===== config.mk =====
export PLATFORM = sky130hd
export DESIGN_NAME = ascon_block_sequencer
export DESIGN_NICKNAME = d
export VERILOG_FILES = /design/src/rtl/ascon_pkg.sv /design/src/rtl/ascon_pad_unit.sv /design/src/rtl/ascon_block_sequencer.sv
export SDC_FILE = /design/constraint.sdc
export NUM_CORES = 1
export LEC_CHECK = 0
export BUFFER_PORTS_ARGS = -buffer_cell sky130_fd_sc_hd__buf_2
export CAP_MARGIN = 15
export CORE_MARGIN = 5
export CORE_UTILIZATION = 56
export DETAILED_ROUTE_END_ITERATION = 16
export PLACE_DENSITY = 0.81
export SYNTH_ARGS = -nofsm -noshare
export SYNTH_HDL_FRONTEND = slang
export SYNTH_HIERARCHICAL = 1
export SYNTH_SLANG_ARGS = --single-unit

===== constraint.sdc =====
create_clock -name clk -period 3.14 [get_ports clk]
set_clock_uncertainty 0.1 [all_clocks]
set_input_delay 0.628 -clock clk [delete_from_list [all_inputs] [get_ports clk]]
set_output_delay 0.628 -clock clk [all_outputs]
set_load 0.05 [all_outputs]

===== src/rtl/ascon_pkg.sv =====
// Shared types and constants for the ASCON rate-block sequencer.
package ascon_pkg;

  localparam int          ASCON_RATE_BYTES = 8;
  localparam logic [63:0] ASCON_PAD_WORD   = 64'h8000_0000_0000_0000;

  typedef enum logic [1:0] {
    IDLE = 2'd0,
    FILL = 2'd1,
    EMIT = 2'd2,
    PAD  = 2'd3
  } ascon_seq_state_e;

endpackage


===== src/rtl/ascon_pad_unit.sv =====
// Combinational 10* padding of a 64-bit rate block holding `len` message bytes.
// Lengths above 8 are treated as a full block.
module ascon_pad_unit
  import ascon_pkg::*;
(
  input  logic [63:0] din,
  input  logic [3:0]  len,
  output logic [63:0] dout
);

  logic [3:0]  w_len;
  logic [6:0]  w_shamt;
  logic [63:0] w_keep;
  logic [63:0] w_marker;

  // Keep the leading message bytes and place the 0x80 marker right after them.
  always_comb begin
    w_len    = len;
    w_shamt  = 7'd0;
    w_keep   = 64'h0;
    w_marker = 64'h0;
    if (len > 4'd8) begin
      w_len = 4'd8;
    end else begin
      w_len = len;
    end
    w_shamt = {w_len, 3'b000};
    if (w_len == 4'd8) begin
      w_keep   = 64'hFFFF_FFFF_FFFF_FFFF;
      w_marker = 64'h0;
    end else begin
      w_keep   = ~(64'hFFFF_FFFF_FFFF_FFFF >> w_shamt);
      w_marker = ASCON_PAD_WORD >> w_shamt;
    end
    dout = (din & w_keep) | w_marker;
  end

endmodule


===== src/rtl/ascon_block_sequencer.sv =====
// Packs a byte stream into 64-bit ASCON rate blocks with 10* padding on the
// final block; one block is handed to the absorb controller per handshake.
module ascon_block_sequencer
  import ascon_pkg::*;
(
  input  logic        clk,
  input  logic        n_rst,
  input  logic        start,
  input  logic        start_empty,
  input  logic [7:0]  in_data,
  input  logic        in_valid,
  input  logic        in_last,
  output logic        in_ready,
  output logic [63:0] blk_data,
  output logic [3:0]  blk_len,
  output logic        blk_last,
  output logic        blk_valid,
  input  logic        blk_ready,
  output logic        busy
);

  ascon_seq_state_e r_state;
  logic [3:0]       r_cnt;
  logic [63:0]      r_buf;
  logic             r_final;
  logic             r_need_pad;
  logic             r_in_ready;
  logic             r_blk_valid;
  logic             r_blk_last;
  logic             r_busy;

  logic [3:0]       w_cnt_nxt;
  logic             w_block_full;
  logic [63:0]      w_lane;
  logic [3:0]       w_pad_len;
  logic [63:0]      w_pad_dout;

  assign w_cnt_nxt    = r_cnt + 4'd1;
  assign w_block_full = (w_cnt_nxt == 4'(ASCON_RATE_BYTES));
  // In FILL r_cnt is 0..7, so its low 3 bits select the lane.
  assign w_lane       = {56'h0, in_data} << {(3'd7 - r_cnt[2:0]), 3'b000};

  // The padding unit sees the buffer in EMIT and an empty block in PAD.
  always_comb begin
    w_pad_len = r_cnt;
    if (r_state == PAD) begin
      w_pad_len = 4'd0;
    end else begin
      w_pad_len = r_cnt;
    end
  end

  ascon_pad_unit u_pad (
    .din  (r_buf),
    .len  (w_pad_len),
    .dout (w_pad_dout)
  );

  assign in_ready  = r_in_ready;
  assign blk_valid = r_blk_valid;
  assign blk_last  = r_blk_last;
  assign busy      = r_busy;
  assign blk_data  = r_blk_valid ? w_pad_dout : 64'h0;
  assign blk_len   = (r_state == EMIT) ? r_cnt : 4'd0;

  // Sequencer FSM with registered handshake and status flags.
  always_ff @(posedge clk or negedge n_rst) begin
    if (!n_rst) begin
      r_state     <= IDLE;
      r_cnt       <= 4'd0;
      r_buf       <= 64'h0;
      r_final     <= 1'b0;
      r_need_pad  <= 1'b0;
      r_in_ready  <= 1'b0;
      r_blk_valid <= 1'b0;
      r_blk_last  <= 1'b0;
      r_busy      <= 1'b0;
    end else begin
      case (r_state)
        IDLE: begin
          if (start) begin
            r_cnt      <= 4'd0;
            r_buf      <= 64'h0;
            r_final    <= 1'b0;
            r_need_pad <= 1'b0;
            r_busy     <= 1'b1;
            if (start_empty) begin
              r_state     <= PAD;
              r_blk_valid <= 1'b1;
              r_blk_last  <= 1'b1;
            end else begin
              r_state    <= FILL;
              r_in_ready <= 1'b1;
            end
          end
        end
        FILL: begin
          if (in_valid) begin
            r_buf <= r_buf | w_lane;
            r_cnt <= w_cnt_nxt;
            if (in_last) begin
              r_final     <= 1'b1;
              r_need_pad  <= w_block_full;
              r_state     <= EMIT;
              r_in_ready  <= 1'b0;
              r_blk_valid <= 1'b1;
              r_blk_last  <= ~w_block_full;
            end else if (w_block_full) begin
              r_final     <= 1'b0;
              r_state     <= EMIT;
              r_in_ready  <= 1'b0;
              r_blk_valid <= 1'b1;
              r_blk_last  <= 1'b0;
            end
          end
        end
        EMIT: begin
          if (blk_ready) begin
            if (r_need_pad) begin
              r_state    <= PAD;
              r_blk_last <= 1'b1;
            end else if (r_final) begin
              r_state     <= IDLE;
              r_final     <= 1'b0;
              r_blk_valid <= 1'b0;
              r_blk_last  <= 1'b0;
              r_busy      <= 1'b0;
            end else begin
              r_state     <= FILL;
              r_buf       <= 64'h0;
              r_cnt       <= 4'd0;
              r_blk_valid <= 1'b0;
              r_blk_last  <= 1'b0;
              r_in_ready  <= 1'b1;
            end
          end
        end
        PAD: begin
          if (blk_ready) begin
            r_state     <= IDLE;
            r_final     <= 1'b0;
            r_need_pad  <= 1'b0;
            r_blk_valid <= 1'b0;
            r_blk_last  <= 1'b0;
            r_busy      <= 1'b0;
          end
        end
        default: begin
          r_state     <= IDLE;
          r_cnt       <= 4'd0;
          r_buf       <= 64'h0;
          r_final     <= 1'b0;
          r_need_pad  <= 1'b0;
          r_in_ready  <= 1'b0;
          r_blk_valid <= 1'b0;
          r_blk_last  <= 1'b0;
          r_busy      <= 1'b0;
        end
      endcase
    end
  end

endmodule


==> results of run 1 <==
==> cells in the mapped netlist, types with 2 or more instances <==
master / count / area, um2
ha_1: 6 / 75.07
o21ai_1: 3 / 15.01
a41oi_1: 32 / 280.3
nor2_1: 73 / 274.0
o31ai_1: 4 / 30.03
clkbuf_2: 2 / 10.01
nor2b_1: 45 / 281.5
clkbuf_1: 18 / 67.56
and2b_1: 2 / 15.01
buf_4: 3 / 22.52
a21oi_1: 5 / 25.02
a211oi_2: 2 / 25.02
clkinv_1: 2 / 7.510
nor3_1: 2 / 10.01
a2111oi_4: 2 / 55.05
mux2_2: 6 / 67.56
buf_6: 6 / 67.56
nand2_1: 8 / 30.03
nor3_2: 2 / 20.02
inv_2: 2 / 7.510
a221oi_1: 2 / 17.52
a21boi_1: 8 / 60.06
nand2b_1: 3 / 18.77
dfrtp_1: 76 / 1902
nand3_1: 5 / 25.02
o2bb2ai_1: 2 / 17.52
nand2b_2: 2 / 17.52
inv_1: 10 / 37.54
or4_1: 2 / 15.01
and2_1: 77 / 481.7
buf_2: 15 / 75.07
a31oi_1: 32 / 200.2
==> sequential cells by signal, summed over array words and instances (netlist names) <==
signal	flops
blk_last	1
blk_valid	1
busy	1
in_ready	1
r_buf	64
r_cnt	4
r_final	1
r_need_pad	1
r_state	2
==> stage by stage <==
stage	utilization [%]	cell area [um2]
3_5_place_dp	64.36	5025
4_1_cts	67.34	5258
5_1_grt	68.17	5323
3_3_place_gp	64.36	5025
6_report	68.17	5323
2_1_floorplan	-	4552
==> logic make-up (layout without fill, tap and decap cells) <==
| logic type | count (synthesis) | in the layout | synth area share, % |
|---|---|---|---|
| and+or+nand+nor | 230 | 230 | 28.12 |
| buffers and inverters | 59 | 138 | 6.569 |
| DFF | 76 | 76 | 41.78 |
| adders and majority gates | 6 | 6 | 1.649 |
| muxes | 7 | 7 | 1.704 |
| AOI/OAI and AO/OA | 110 | 110 | 20.18 |
==> how the worst max path moves through the flow <==
stage | start | to | slack [ns] | depth (start not counted)
2_1_floorplan | r_state[0] | blk_data[0] | 0.07 | 8
3_3_place_gp | r_state[1] | blk_data[15] | 0.36 | 8
3_5_place_dp | r_state[1] | blk_data[12] | 0.28 | 8
4_1_cts | r_state[0] | blk_data[61] | -0.00001 | 9
5_1_grt | r_state[1] | blk_data[50] | -0.08 | 9
6_report | r_state[1] | blk_data[47] | 0.02 | 8
==> what timing repair did <==
item                       CTS  global route
buffers inserted             1             2
setup endpoints to repair   41            46
gates resized for setup      4            13
pin swaps                    1             0
==> final cells by class <==
class,instances,area [um2]
fillers,620,2485
multi-input cells,353,2396
flip-flops and latches,76,1902
repair buffers,108,629.4
clock buffers,11,151.4
well taps,102,127.6
clock inverters,5,58.81
inverters,14,57.56
==> power by group through the flow <==
stage                     clock, mW  sequential, mW  combinational [mW]
after floorplan                   0            1.34                1.73
after global placement            0            1.32                2.09
after detailed placement          0            1.33                2.15
after CTS                     0.796            1.31                2.18
after global routing          0.845            1.34                2.44
final                         0.797            1.31                2.26
==> per-layer routing <==
layer / GRT usage [%] / routed length [um] / up-vias
met2: 37.16 / 5716 / 205
met3: 4.795 / 1080 / 41
met5: 0 / 0 / -
li1: - / - / 1859
met4: 12.23 / 401 / 0
met1: 31.78 / 4825 / 1952
==> flow_metrics.tcl, run 1 <==
set metrics [dict create \
    status "finished, final reports clean" \
    clk_latency_ns 0.35 \
    antennaDiodeCount 0 \
    reg2reg_from "r_state[0]" \
    p_leak_nw 2.540 \
    p_sw_share_pct 46.78 \
    switchingPower_mw 2.043 \
    crit_required_ns 2.41 \
    reg2regPathDepth 8 \
    pwr-share-clk_pct 18.2 \
    p_comb_share_pct 51.7 \
    arrival_ns 2.39 \
    fin_hold_ws_ns 0.1905 \
    drv_cap 0 \
    die_w_um 100.2 \
    portBuffers 86 \
    power.share.sequential_pct 30.0 \
    slew_headroom_pct 52.28 \
    crit_type "flop to primary output" \
    ir_drop_mv 0.6055 \
    wire_per_inst_um 17.97 \
    cp_top_family "simple AND/OR/NAND/NOR gates" \
    cts_hold_buf 0 \
    worst_pin_slew_ns 0.7158 \
    setup_ws_ns 0.02059 \
    final_cell_mix "buf_2, and2_1, dfrtp_1, nor2_1, nor2b_1" \
    ys_types 61 \
    synth_area_um2 4552 \
    ys_async_sr_fraction_pct 100.0 \
    syn_inst 488 \
    grt_antenna_before_repair 0 \
    setup_viol 0 \
    cts_made_buffers 9 \
    critPathMaxStageDelay_ns 0.41 \
    fmax_mhz 320.6 \
    power.internal_mw 2.325 \
    firstDrtPassIters 5 \
    dp_slack_ns 0.2846 \
    worstPathMaxFanout 17 \
    start_util_pct 58.30 \
    gp_congestion 0.8573 \
    ys_ff_latch 76 \
    die_h_um 100.2 \
    ys.flop_type "dfrtp_1" \
    cp_common_cell "buf_4" \
    layout.cells.non_filler 669 \
    hold_class "input port to asynchronous set/reset pin" \
    vias 4057 \
    period_share_pct 99.34 \
    power_density_nw_per_um2 820.6 \
    drcViolationCount 0 \
    reg2reg_slack_ns 0.43 \
    dieArea_um2 10030 \
    io_pins 87 \
    cts.sinks 76 \
    cpMaxStageDelayCell "dfrtp_1" \
    grt_max_degree 52 \
    antenna_left 0 \
    row_count 32 \
    cp_num_buf_inv 3 \
    grt_pass1_wl_um 19170 \
    syn_nets 509 \
    drive_gt1_share_pct 27.34 \
    slew_viol_final 0 \
    dp_cells 650 \
    hold_violations 0 \
    clk_path_buf_depth 2 \
    drt-total-wl_um 12020 \
    synth-edff-count 0 \
    clockRootBuffer "clkbuf_8" \
    coreArea_um2 7807 \
    crit_path_start_kind "flop" \
    finalPower_mw 4.368 \
    syn_area_per_cell_um2 9.328 \
    fin_crit_ns 3.119 \
    fin_nets 583 \
    vias_per_cell 6.064 \
    cts_tree "yes" \
    final_common_cell "buf_2" \
    hpwl_um 8015 \
    syn_to_final_growth_pct 16.93 \
    overflow 0 \
    drtIter0Drc 353 \
    path_clk_slew_ns 0.08 \
    grt.total_usage_pct 23.92 \
    ys_seq_area_share_pct 41.78 \
    htreeDepth 3 \
    cp_cell_sequence "ha_1 -> buf_8 -> nor2b_1 -> buf_4 -> or3_1 -> a21oi_1 -> and2_1 -> buf_4" \
    cp-end-kind "primary output" \
    r2r_end "r_buf[62]" \
    setup_tns_ns 0 \
    ys_warn_count 6 \
    grt_pass1_vias 3831 \
]
Note: power is estimated with default switching activity, not from simulation.
==> run 2: changes to the inputs <==
GPL_TIMING_DRIVEN = 0   (was unset)
==> flow_metrics.tcl, run 2 (synthesis results as in run 1) <==
set metrics [dict create \
    path_clk_slew_ns 0.09 \
    cp_num_buf_inv 5 \
    dpl_cell_area_um2 5100 \
    cp_common_cell "buf_6" \
    drive_gt1_share_pct 28.48 \
    setup_viol 0 \
    hold_class "input port to asynchronous set/reset pin" \
    grt_pass1_vias 4112 \
    cp-end-kind "primary output" \
    crit_path_start_kind "flop" \
    clk_latency_ns 0.36 \
    rsz0062_at_grt "true" \
    dp_cells 669 \
    gp_congestion 0.8708 \
    crit_type "flop to primary output" \
    fin_nets 613 \
    clk_path_buf_depth 2 \
    cp_cell_sequence "ha_1 -> buf_6 -> clkbuf_8 -> nor2b_4 -> buf_8 -> nor4_4 -> buf_4 -> or2_1 -> and2_1 -> buf_6" \
    grt_pass1_wl_um 21110 \
    fin_crit_ns 3.114 \
    fmax_mhz 321.2 \
    largest_register_ffs 64 \
    syn_to_final_growth_pct 22.84 \
    setup_tns_ns 0 \
    drv_cap 0 \
    hold_violations 0 \
    slew_viol_final 0 \
    cpMaxStageDelayCell "dfrtp_1" \
    antenna_left 0 \
    drcViolationCount 0 \
    cts_made_buffers 9 \
    htreeDepth 3 \
    grt_antenna_before_repair 0 \
    period_share_pct 99.16 \
    status "finished, final reports clean" \
    die_w_um 100.2 \
    regMostFlops "r_buf" \
    dieArea_um2 10030 \
    finalPower_mw 4.747 \
    wire_per_inst_um 19.09 \
    coreArea_um2 7807 \
    fin_hold_ws_ns 0.08726 \
    arrival_ns 2.39 \
    cp_top_family "buffers and inverters" \
    drtIter0Drc 405 \
    ir_drop_mv 0.6347 \
    crit_required_ns 2.41 \
    cts_hold_buf 0 \
    p_leak_nw 2.644 \
    power_density_nw_per_um2 848.9 \
    io_pins 87 \
    grt.total_usage_pct 26.53 \
    critPathMaxStageDelay_ns 0.40 \
    worstPathMaxFanout 10 \
    slew_headroom_pct 51.73 \
    row_count 32 \
    firstDrtPassIters 5 \
    grt_max_degree 48 \
    top_regs "r_buf: 64 flops, r_cnt: 4 flops, r_state: 2 flops" \
    die_h_um 100.2 \
    worst_pin_slew_ns 0.7241 \
    portBuffers 78 \
    hpwl_um 9028 \
    design_area_um2 5592 \
    layout.cells.non_filler 699 \
    vias_per_cell 5.989 \
    vias 4186 \
    cts_tree "yes" \
    antennaDiodeCount 0 \
    start_util_pct 58.30 \
    cts.sinks 76 \
    overflow 0 \
    clockRootBuffer "clkbuf_8" \
    drt-total-wl_um 13340 \
    final_cell_mix "and2_1, dfrtp_1, buf_2, nor2_1, nor2b_1" \
]
-- run 2: worst register-to-register path: cells and delay by family (launching register included) --
family          cells  cell delay, ns
fa+ha+maj           1            0.42
simple gates        3            0.49
flops               1            0.40
compound gates      1            0.22
buf+inv             5            0.80
-- run 2: area by class of cell --
type	instances	area [um2]
Clock buffer	9	123.9
Timing Repair Buffer	93	593.1
Inverter	14	65.06
Sequential cell	76	1902
Multi-Input combinational cell	353	2412
Clock inverter	7	80.08
Tap cell	102	127.6
Fill cell	573	2216
Buffer	45	287.8
-- run 2: what timing repair did --
item                                    CTS  global route
pin swaps                                 2             0
endpoints found under the setup margin   64            41
buffers inserted                          7             6
gates cloned                              0             1
gates resized for setup                  34            15
-- run 2: final timing paths --
check	startpoint	end	slack [ns]	cells past startpoint
worst min register to register	r_buf[25]	r_buf[25]	0.40	2
min in group clk	r_buf[25]	r_buf[25]	0.40	2
worst min-delay path	n_rst	blk_last	0.09	1
worst max-delay path	r_state[0]	blk_data[63]	0.03	10
worst max register to register	r_state[0]	r_buf[9]	0.61	10
max in group asynchronous	n_rst	r_buf[13]	2.30	2
-- run 2: power by group --
| group | internal [mW] | leakage (nW) | switching, mW |
|---|---|---|---|
| combinational | 0.963 | 1.51 | 1.72 |
| clock | 0.378 | 0.0973 | 0.418 |
| sequential | 1.16 | 1.03 | 0.113 |
| total | 2.50 | 2.64 | 2.25 |
-- run 2: per-stage QoR --
step / setup WS [ns] / util (%)
2_1_floorplan: 0.06953 / -
3_3_place_gp: -0.2753 / 64.94
3_5_place_dp: -0.3739 / 65.32
4_1_cts: 0.03385 / 70.14
5_1_grt: -0.04715 / 71.62
6_report: 0.02627 / 71.62
-- run 2: metal layers --
metal	GRT usage [%]	share of wire, %	vias up
met5	0	0	-
met4	13.37	4.4	0
met3	5.490	8.4	46
met2	42.61	48	236
met1	33.98	39	1993
li1	-	-	1911
==> run 3: changes to the inputs <==
ABC_CLOCK_PERIOD_IN_PS = 3140   (was unset)
CORE_UTILIZATION = 40   (was 56)
PLACE_DENSITY = unset   (was 0.81)
==> flow_metrics.tcl, run 3 (synthesis results as in run 1) <==
set metrics [dict create \
    status "finished, final reports clean" \
    drcViolationCount 0 \
    p_leak_nw 2.665 \
    grt_pass1_wl_um 20560 \
    io_pins 87 \
    setup_viol 0 \
    route.met3.wl_um 899 \
    cts.sinks 76 \
    cts_hold_buf 0 \
    routed.top_layer "met4" \
    portBuffers 78 \
    drtIter0Drc 254 \
    wl_met2_um 6149 \
    switchingPower_mw 2.171 \
    worst_pin_slew_ns 0.6487 \
    gp_congestion 0.8291 \
    cp_common_cell "buf_6" \
    clockRootBuffer "clkbuf_16" \
    top_regs "r_buf: 64 flops, r_cnt: 4 flops, r_state: 2 flops" \
    multi_input_area_um2 2412 \
    cp_cell_sequence "ha_1 -> buf_6 -> buf_6 -> nor2b_4 -> buf_6 -> nand2_1 -> o31ai_1 -> and2_1 -> buf_4" \
    grt_antenna_before_repair 0 \
    dpl_cell_area_um2 5151 \
    critPathMaxStageDelay_ns 0.40 \
    die_h_um 116.7 \
    start_util_pct 40.38 \
    grt.total_usage_pct 19.60 \
    hold_violations 0 \
    vias_per_cell 5.436 \
    fin_crit_ns 3.056 \
    die_w_um 116.7 \
    row_count 39 \
    slew_headroom_pct 56.67 \
    drv_cap 0 \
    path_clk_slew_ns 0.06 \
    power.share.sequential_pct 25.2 \
    clk_latency_ns 0.33 \
    seqCellArea_um2 1902 \
    crit_path_start_kind "flop" \
    drt-total-wl_um 13010 \
    final_cell_mix "and2_1, dfrtp_1, nor2_1, buf_2, nor2b_1" \
    cp_top_family "buffers and inverters" \
    period_share_pct 97.32 \
    clk_path_buf_depth 2 \
    cp_num_buf_inv 4 \
    cts_tree "yes" \
    wl_met1_um 5581 \
    grt_pass1_vias 3906 \
    drive_gt1_share_pct 27.58 \
    setup_ws_ns 0.08421 \
    ir_drop_mv 0.6595 \
    antennaDiodeCount 0 \
    hold_class "input port to asynchronous set/reset pin" \
    grt_max_degree 50 \
    p_sw_share_pct 43.24 \
    pwr-share-clk_pct 23.9 \
    power.internal_mw 2.850 \
    crit_type "flop to primary output" \
    dieArea_um2 13610 \
    crit_required_ns 2.41 \
    fin_nets 607 \
    design_area_um2 5736 \
    overflow 0 \
    largest_register_ffs 64 \
    slew_viol_final 0 \
    arrival_ns 2.33 \
    fin_hold_ws_ns 0.1261 \
    antenna_left 0 \
    worstPathMaxFanout 10 \
    syn_to_final_growth_pct 26.00 \
    htreeDepth 3 \
    power_density_nw_per_um2 875.4 \
    vias 3990 \
    wire_per_inst_um 17.72 \
    fmax_mhz 327.2 \
    regMostFlops "r_buf" \
    cts_made_buffers 9 \
    rsz0062_at_grt "true" \
    firstDrtPassIters 4 \
    fill_cells 1047 \
    coreArea_um2 11270 \
    p_comb_share_pct 50.9 \
    cpMaxStageDelayCell "dfrtp_1" \
    dp_slack_ns -0.4025 \
    cp-end-kind "primary output" \
    hpwl_um 9162 \
]
==> run 3: cell types whose count changed in the layout (fill, tap and decap cells not counted), sizes merged <==
cell / previous run / this run
clkbuf: 33 / 30
inv: 16 / 13
bufinv: 1 / 3
buf: 114 / 112
clkinvlp: 2 / 1
clkinv: 2 / 3
==> run 3: layout make-up <==
| cell class | count | share of cell area [%] |
|---|---|---|
| clock buffers | 10 | 3.992 |
| inverters | 14 | 1.134 |
| clock inverters | 6 | 1.942 |
| multi-input cells | 353 | 42.06 |
| flip-flops and latches | 76 | 33.16 |
| plain buffers | 45 | 4.843 |
| repair buffers | 87 | 9.751 |
| well taps | 143 | 3.120 |
==> run 3: power by group through the flow <==
stage               sequential, mW  combinational (mW)  clock, mW
floorplan                     1.34                1.73          0
detailed placement            1.28                2.38          0
CTS                           1.27                2.51       1.20
global placement              1.27                2.35          0
finish                        1.27                2.56       1.20
global route                  1.29                2.78       1.25
==> run 3: what timing repair did <==
action,4_1_cts,5_1_grt
resized for setup,47,11
pin swaps,2,1
endpoints found under the setup margin,64,61
setup buffers,7,1
==> run 3: path summary, 6_finish.rpt <==
path	startpoint	endpoint	slack, ns	depth (start not counted)
max	r_state[0]	blk_data[39]	0.08	9
min	n_rst	blk_last	0.13	1
max reg2reg	r_state[1]	r_state[1]	0.80	7
min reg2reg	r_buf[61]	r_buf[61]	0.39	2
max in group asynchronous	n_rst	r_cnt[2]	2.23	2
min in group clk	r_buf[61]	r_buf[61]	0.39	2
==> run 3: routing by layer <==
layer,GRT usage [%],up-vias
met2,31.39,127
li1,-,1902
met1,26.70,1937
met4,7.951,0
met5,0,-
met3,2.902,24
==> run 3: through the flow <==
step	power (mW)	utilization, %	setup TNS, ns	std cells
2_1_floorplan	3.072	-	0	488
3_3_place_gp	3.621	45.43	-9.269	709
3_5_place_dp	3.659	45.70	-10.77	710
4_1_cts	4.983	50.47	-0.02902	733
5_1_grt	5.320	50.88	-0.1695	734
6_report	5.021	50.88	0	734
